## src/rtl/reorder_buffer_pkg.sv

```systemverilog
// Shared project package for the reorder buffer slice.
// Provides the default ROB depth and the rob_entry_t record held in each ROB slot.
// The project-wide width macros PHYSICAL_REG_NUM_WIDTH and INST_ADDR_WIDTH are
// given fallback values here, so that a standalone build of this slice is complete.
// Optional feature macro used by the top: ROB_OCCUPANCY_EN.
`ifndef PHYSICAL_REG_NUM_WIDTH
`define PHYSICAL_REG_NUM_WIDTH 6
`endif
`ifndef INST_ADDR_WIDTH
`define INST_ADDR_WIDTH 32
`endif

package reorder_buffer_pkg;

    localparam int ROB_DEPTH = 16;

    typedef struct packed {
        logic                               valid;
        logic                               done;
        logic                               with_write;
        logic [`PHYSICAL_REG_NUM_WIDTH-1:0] old_phy_reg;
        logic [`INST_ADDR_WIDTH-1:0]        pc;
    } rob_entry_t;

endpackage

```

## src/rtl/reorder_buffer_ptr_counter.sv

```systemverilog
// rob_ptr_counter: wrapping ROB pointer that carries a lap bit above the index.
// Ports:
//   clk    - clock, rising edge
//   reset  - asynchronous active-high reset, clears the pointer
//   clear  - synchronous clear, has priority over inc
//   inc    - advance the pointer by one
//   ptr    - current pointer, MSB is the lap bit
// The ROB depth is a power of two, so natural binary overflow of the full
// pointer wraps the index and toggles the lap bit at the same time.
module rob_ptr_counter #(
    parameter int PTR_WIDTH = 5
) (
    input  logic                 clk,
    input  logic                 reset,
    input  logic                 clear,
    input  logic                 inc,
    output logic [PTR_WIDTH-1:0] ptr
);

    always_ff @(posedge clk or posedge reset) begin
        if (reset) begin
            ptr <= '0;
        end else if (clear) begin
            ptr <= '0;
        end else if (inc) begin
            ptr <= ptr + PTR_WIDTH'(1);
        end
    end

endmodule

```

## src/rtl/reorder_buffer.sv

```systemverilog
// reorder_buffer: in-order commit queue for renamed instructions.
// Ports:
//   clk, reset                 - clock (rising edge), asynchronous active-high reset
//   alloc_valid / alloc_ready  - rename requests a slot / a slot is free (not full)
//   alloc_with_write, alloc_old_phy_reg, alloc_pc - payload stored in the new slot
//   alloc_tag                  - slot index granted this cycle (current tail)
//   complete_valid / complete_tag - execution finished for the slot at complete_tag
//   flush                      - synchronous squash of every slot
//   commit_valid, commit_with_write, commited_wr_register, commit_pc
//                              - registered one-cycle commit pulse and its payload
//   rob_count                  - occupancy, only present with ROB_OCCUPANCY_EN defined
// A completion aimed at the current head commits on the same edge that records it,
// so the commit pulse is visible in the cycle right after that completion edge.
module reorder_buffer
    import reorder_buffer_pkg::*;
#(
    parameter int ROB_DEPTH              = reorder_buffer_pkg::ROB_DEPTH,
    parameter int PHYSICAL_REG_NUM_WIDTH = `PHYSICAL_REG_NUM_WIDTH,
    parameter int INST_ADDR_WIDTH        = `INST_ADDR_WIDTH
) (
    input  logic                              clk,
    input  logic                              reset,
    input  logic                              alloc_valid,
    output logic                              alloc_ready,
    input  logic                              alloc_with_write,
    input  logic [PHYSICAL_REG_NUM_WIDTH-1:0] alloc_old_phy_reg,
    input  logic [INST_ADDR_WIDTH-1:0]        alloc_pc,
    output logic [$clog2(ROB_DEPTH)-1:0]      alloc_tag,
    input  logic                              complete_valid,
    input  logic [$clog2(ROB_DEPTH)-1:0]      complete_tag,
    input  logic                              flush,
    output logic                              commit_valid,
    output logic                              commit_with_write,
    output logic [PHYSICAL_REG_NUM_WIDTH-1:0] commited_wr_register,
    output logic [INST_ADDR_WIDTH-1:0]        commit_pc
`ifdef ROB_OCCUPANCY_EN
    ,
    output logic [$clog2(ROB_DEPTH):0]        rob_count
`endif
);

    localparam int IDX_W = $clog2(ROB_DEPTH);
    localparam int PTR_W = IDX_W + 1;

    rob_entry_t             entries [ROB_DEPTH];
    logic       [PTR_W-1:0] head_ptr;
    logic       [PTR_W-1:0] tail_ptr;
    logic       [IDX_W-1:0] head_idx;
    logic       [IDX_W-1:0] tail_idx;
    logic                   full;
    logic                   do_alloc;
    logic                   do_commit;
    rob_entry_t             head_entry;

    assign head_idx = head_ptr[IDX_W-1:0];
    assign tail_idx = tail_ptr[IDX_W-1:0];

    // Same index on a different lap means every slot is occupied.
    assign full = (head_ptr[IDX_W] != tail_ptr[IDX_W]) && (head_idx == tail_idx);

    assign alloc_ready = !full;
    assign alloc_tag   = tail_idx;
    assign head_entry  = entries[head_idx];

    assign do_alloc  = alloc_valid && !full && !flush;
    // Head commits if already done or being completed right now.
    assign do_commit = !flush && head_entry.valid &&
                       (head_entry.done || (complete_valid && complete_tag == head_idx));

    rob_ptr_counter #(.PTR_WIDTH(PTR_W)) u_head_ptr (
        .clk   (clk),
        .reset (reset),
        .clear (flush),
        .inc   (do_commit),
        .ptr   (head_ptr)
    );

    rob_ptr_counter #(.PTR_WIDTH(PTR_W)) u_tail_ptr (
        .clk   (clk),
        .reset (reset),
        .clear (flush),
        .inc   (do_alloc),
        .ptr   (tail_ptr)
    );

    // Slot storage and registered commit outputs. Allocation can never hit the
    // head slot while it is valid (that would need a full ROB), and the commit
    // clear is written last so it wins over a same-edge completion of the head.
    always_ff @(posedge clk or posedge reset) begin
        if (reset) begin
            for (int i = 0; i < ROB_DEPTH; i++) begin
                entries[i] <= '0;
            end
            commit_valid         <= 1'b0;
            commit_with_write    <= 1'b0;
            commited_wr_register <= '0;
            commit_pc            <= '0;
        end else if (flush) begin
            for (int i = 0; i < ROB_DEPTH; i++) begin
                entries[i].valid <= 1'b0;
                entries[i].done  <= 1'b0;
            end
            commit_valid <= 1'b0;
        end else begin
            if (complete_valid && entries[complete_tag].valid) begin
                entries[complete_tag].done <= 1'b1;
            end
            if (do_alloc) begin
                entries[tail_idx] <= '{valid:       1'b1,
                                       done:        1'b0,
                                       with_write:  alloc_with_write,
                                       old_phy_reg: alloc_old_phy_reg,
                                       pc:          alloc_pc};
            end
            commit_valid <= do_commit;
            if (do_commit) begin
                entries[head_idx].valid <= 1'b0;
                entries[head_idx].done  <= 1'b0;
                commit_with_write       <= head_entry.with_write;
                commited_wr_register    <= head_entry.with_write ? head_entry.old_phy_reg : '0;
                commit_pc               <= head_entry.pc;
            end
        end
    end

`ifdef ROB_OCCUPANCY_EN
    assign rob_count = tail_ptr - head_ptr;
`endif

endmodule
```

## config.mk

```make
export PLATFORM = sky130hd
export DESIGN_NAME = reorder_buffer
export DESIGN_NICKNAME = d
export VERILOG_FILES = /design/src/rtl/reorder_buffer_pkg.sv /design/src/rtl/reorder_buffer_ptr_counter.sv /design/src/rtl/reorder_buffer.sv
export SDC_FILE = /design/constraint.sdc
export NUM_CORES = 1
export LEC_CHECK = 0
export ABC_AREA = 0
export BUFFER_PORTS_ARGS = -buffer_cell sky130_fd_sc_hd__buf_4
export CORE_MARGIN = 1.5
export CORE_UTILIZATION = 45
export CTS_CLUSTER_DIAMETER = 40
export CTS_CLUSTER_SIZE = 16
export DETAILED_ROUTE_END_ITERATION = 10
export GPL_TIMING_DRIVEN = 0
export PLACE_DENSITY = 0.62
export SLEW_MARGIN = 20
export SYNTH_ARGS = -nofsm -noshare
export SYNTH_HDL_FRONTEND = slang
export SYNTH_SLANG_ARGS = --single-unit
```

## constraint.sdc

```tcl
create_clock -name clk -period 31.9 [get_ports clk]
set_input_delay 3.19 -clock clk [delete_from_list [all_inputs] [get_ports clk]]
set_output_delay 3.19 -clock clk [all_outputs]
set_load 0.05 [all_outputs]
```

## Word level (Yosys, flattened, before mapping)

Index checks and enable logic that the tools add are counted.
W data, S select, Z words.

- Add/subtract/negate cells: 2
- Magnitude comparators: 6
- Equal/unequal tests: 3
- Mux-type cells: 45
- Bitwise operators: 4
- Reductions and logical operators: 16

Operator list:

| kind | number |
|---|---|
| $mux W656 | 5 |
| $bwmux W656 | 4 |
| $demux W41 S4 | 4 |
| $bmux W41 S4 | 2 |
| $mux W41 | 6 |
| $mux W40 | 2 |
| $mux W2 | 16 |
| $mux W5 | 4 |
| $ge A5 B5 Y1 const B | 3 |
| $lt A5 B1 Y1 const B | 3 |
| $not A4 Y5 | 3 |
| $add A5 B1 Y5 const B | 2 |
| $logic_and A1 B1 Y1 | 10 |
| $eq A4 B4 Y1 | 2 |
| $mux W6 | 1 |
| $reduce_bool A2 Y1 | 2 |
| $logic_not A1 Y1 | 2 |
| $reduce_and A2 Y1 | 1 |
| $logic_or A1 B1 Y1 | 1 |
| $mux W1 | 1 |
| $ne A1 B1 Y1 | 1 |
| $not A1 Y1 | 1 |

- Register bits: 706
- Input port bits: 48
- Output and inout bits: 45
- Logic and storage cells: 162

## Logic depth before layout (Yosys ltp)

- Depth after elaboration: 15
- Depth in mapped cells: 10
- Mapped depth without buffers: 6

## Hierarchy

Synthesis repeated with hierarchy kept, for this count alone.

- Cells, all modules: 2,070
- Area total of the unflattened synthesis: 32,371.0 µm²

Modules (own cells, without submodules):

| module | instances | cells an instance | area an instance (µm²) | seq. area each (µm²) |
|---|---|---|---|---|
| reorder_buffer | 1 | 2,024 | 31,830.5 | 17,416.7 |
| rob_ptr_counter | 2 | 23 | 270.3 | 125.1 |

## Worst setup path before layout

No wires, ideal clock.

- Path type: input to register
- From: input port complete_tag[2]
- To: register commit_pc[10]
- Library setup time: 0.125 ns
- Arrival: 4.631 ns
- Data required time: 31.775 ns
- Setup slack: 27.144 ns
- Cell stages on the path: 7
- Buffers on the path: 2
- Cells stage by stage: xnor2_1 and4b_1 a22oi_1 a311oi_2 buf_6 buf_6 mux2_4

- Cells in the longest elaborated chain, start to end: 5

Ends and longest elaborated chain:

| item | RTL line | RTL |
|---|---|---|
| from (decl) | reorder_buffer.sv:30 | `input logic [$clog2(ROB_DEPTH)-1:0] complete_tag,` |
| $eq A4 B4 Y1 | reorder_buffer.sv:68 | `(head_entry.done \|\| (complete_valid && complete_tag == head_idx));` |
| $logic_and A1 B1 Y1 | reorder_buffer.sv:68 |  |
| $logic_or A1 B1 Y1 | reorder_buffer.sv:68 |  |
| $logic_and A1 B1 Y1 | reorder_buffer.sv:67 | `assign do_commit = !flush && head_entry.valid &&` |
| $reduce_and A2 Y1 (no line) | - |  |
| to (signal assigned) | reorder_buffer.sv:121 | `commit_pc <= head_entry.pc;` |
| to (decl) | reorder_buffer.sv:35 | `output logic [INST_ADDR_WIDTH-1:0] commit_pc` |

No other way between the ends.
A chain may end at the register's enable or synchronous reset.

## Worst setup path after layout

- From: register u_head_ptr.ptr[1]
- To: output port alloc_ready

- Cells in the longest elaborated chain, start to end: 3

Ends and longest elaborated chain:

| item | RTL line | RTL |
|---|---|---|
| from (decl) | reorder_buffer_ptr_counter.sv:17 | `output logic [PTR_WIDTH-1:0] ptr` |
| from (signal assigned) | reorder_buffer_ptr_counter.sv:26 | `ptr <= ptr + PTR_WIDTH'(1);` |
| $eq A4 B4 Y1 | reorder_buffer.sv:59 | `assign full = (head_ptr[IDX_W] != tail_ptr[IDX_W]) && (head_idx == tail_idx);` |
| $logic_and A1 B1 Y1 | reorder_buffer.sv:59 |  |
| $logic_not A1 Y1 | reorder_buffer.sv:61 | `assign alloc_ready = !full;` |
| to (decl) | reorder_buffer.sv:24 | `output logic alloc_ready,` |

No other way between the ends.

==> impl_metrics.json <==
{
  "min_period_over_period_pct": 16.8,
  "dieArea_um2": 73500,
  "cts_max_level": 3,
  "yosysSeqAreaShare_pct": 54.6,
  "cap_violations": 0,
  "synth_top_area_share_pct": 54.6,
  "num-fill-cells": 5758,
  "ys_types": 50,
  "drt-pass1-iter-count": 5,
  "grt_max_degree": 112,
  "worstPathRequired_ps": 28710,
  "rsz0062_at_grt": "no",
  "placedCellCount": 3275,
  "run_status": "finished clean",
  "routabilityCongestion": 0.852,
  "yosysWarnings": 0,
  "core_area_um2": 71200,
  "ir_drop_mv": 0.0422,
  "syn_area_um2": 32300,
  "final_max_slew_viol_count": 0,
  "place_area_um2": 34400,
  "synth_largest_area_cell": "dfrtp_1",
  "fin_crit_ps": 5350,
  "overflow": 0,
  "ctsResizeCount": 0,
  "synth_async_sr_flop_share_pct": 100,
  "cp-start-kind": "register",
  "rows": 98,
  "vias": 20000,
  "syn_to_final_growth_pct": 19.0,
  "clockBufferDepth": 3,
  "stdcell_count": 3485,
  "finalPower_mw": 2.48,
  "stdcell_area_um2": 38500,
  "r2r_slack_ps": 28410,
  "wl_um": 88100,
  "synth_edf_count": 0,
  "diodes": 0,
  "worst_pin_slew_ps": 1140,
  "cts_tree": "yes",
  "start_util_pct": 45.4,
  "netlist_top_cells_area": "dfrtp_1, mux2_2, mux4_2, nand2_1, buf_2",
  "worstPathMaxFanout": 8,
  "layout-drive-gt1-share_pct": 45.3,
  "dieHeight_um": 271,
  "grt_pass1_vias": 21600,
  "die_w_um": 271,
  "pre_cts_ws_ps": 26330,
  "fin_setup_tns_ps": 0,
  "insertion_delay_ps": 670,
  "boundaryPins": 93,
  "fin_nets": 2495,
  "synthFlopType": "dfrtp_1",
  "power_leakage_nw": 18.2,
  "grt_pass1_wl_um": 136000,
  "grt_util_all_layers_pct": 24.6,
  "hpwl_um": 56800,
  "mostFrequentLayoutCell": "dfrtp_1",
  "crit_type": "reg -> out",
  "min-delay-path-class": "reg -> reg",
  "finalSetupViolCount": 0,
  "max_freq_ghz": 0.187,
  "finClkSkew_ps": 34.1,
  "cts_sinks": 706,
  "synth_nets": 2281,
  "antenna_found_initial": 1,
  "layout_common_cells": "dfrtp_1, mux2_2, nand2_1",
  "syn-instance-count": 2225,
  "synth_seq_cells": 706,
  "end_kind": "primary output",
  "postCtsSetupRepairBufs": 0,
  "setup_ws_ps": 26550,
  "cts_hold_buffers": 0,
  "drc": 0,
  "clockRootBuffer": "clkbuf_16",
  "hold_violations": 0,
  "cts_made_buffers": 112,
  "syn_area_per_cell_um2": 14.5,
  "power_density_nw_per_um2": 64.6,
  "max_slew_margin_pct": 23.8,
  "port_buffers": 92,
  "worstPathArrival_ps": 2160,
  "wl_per_cell_um": 25.3,
  "ant_nets": 0,
  "vias_per_cell": 5.74,
  "clkTransAtPathRegs_ps": 60,
  "drt_iter0_drc": 1483
}
[worst paths after layout]
kind | depth (start not counted) | startpoint | end
setup / recovery | 5 | u_head_ptr.ptr[1] | alloc_ready
hold / removal | 2 | register | register
setup reg to reg | 7 | u_head_ptr.ptr[1] | commit_pc[2]
hold reg to reg | 2 | register | register
max in group asynchronous | 6 | reset | asynchronous set/reset pin
min in group asynchronous | 2 | reset | asynchronous set/reset pin
[routing by layer]
metal | track usage (%) | wire (µm) | vias to the layer above
met5 | 0 | 12 | -
met4 | 8.59 | 2630 | 2
met3 | 5.09 | 5890 | 149
met2 | 40.2 | 43200 | 687
met1 | 32.5 | 36400 | 10700
li1 | - | - | 8500
[Yosys cell counts (all sizes together), types with 8 or more instances]
master and count:
dfrtp 706, and3 9, nor2b 16, mux2 548, o21ai 19, ha 8
buf 115, a311oi 24, mux4 203, nand2 360, mux2i 8, clkbuf 85
a31oi 15, inv 10, nand3 21, nor2 29
[metrics by stage]
step | util (%) | hold slack, ps
floorplan | - | 441
global placement | 48.0 | 454
detailed placement | 48.3 | 458
CTS | 54.0 | 471
global route | 54.0 | 492
finish | 54.0 | 470
[critical path, cell delays in order (launching register included)]
cell and delay, ps:
dfrtp_1 400, buf_2 200, xor2_1 190, nor3_2 320
nand2_1 170, buf_4 230
[layout make-up]
type / count / area (µm²) / area share (%)
flip-flops and latches: 706 / 17700 / 45.9
multi-input cells: 1309 / 13500 / 35.2
plain buffers: 200 / 1090 / 2.83
clock inverters: 73 / 996 / 2.59
repair buffers: 100 / 911 / 2.37
inverters: 10 / 45.0 / 0.117
clock buffers: 137 / 3040 / 7.90
well taps: 950 / 1190 / 3.09
[report_power, final]
group	switching (mW)	leakage, nW	internal [mW]	total [mW]
sequential	0.0328	9.61	0.966	0.999
clock	0.451	1.93	0.835	1.29
combinational	0.0931	6.71	0.106	0.199
[kinds of logic after synthesis]
family / count (synthesis) / synth area share [%]
multiplexers: 759 / 33.7
flip-flops: 706 / 54.6
AND/OR/NAND/NOR: 454 / 5.77
buffers and inverters: 210 / 3.48
AO/OA/AOI/OAI: 74 / 1.69
XOR/XNOR: 14 / 0.379
adder cells (fa/ha/maj): 8 / 0.310
Power figures use the tool's default switching activity.
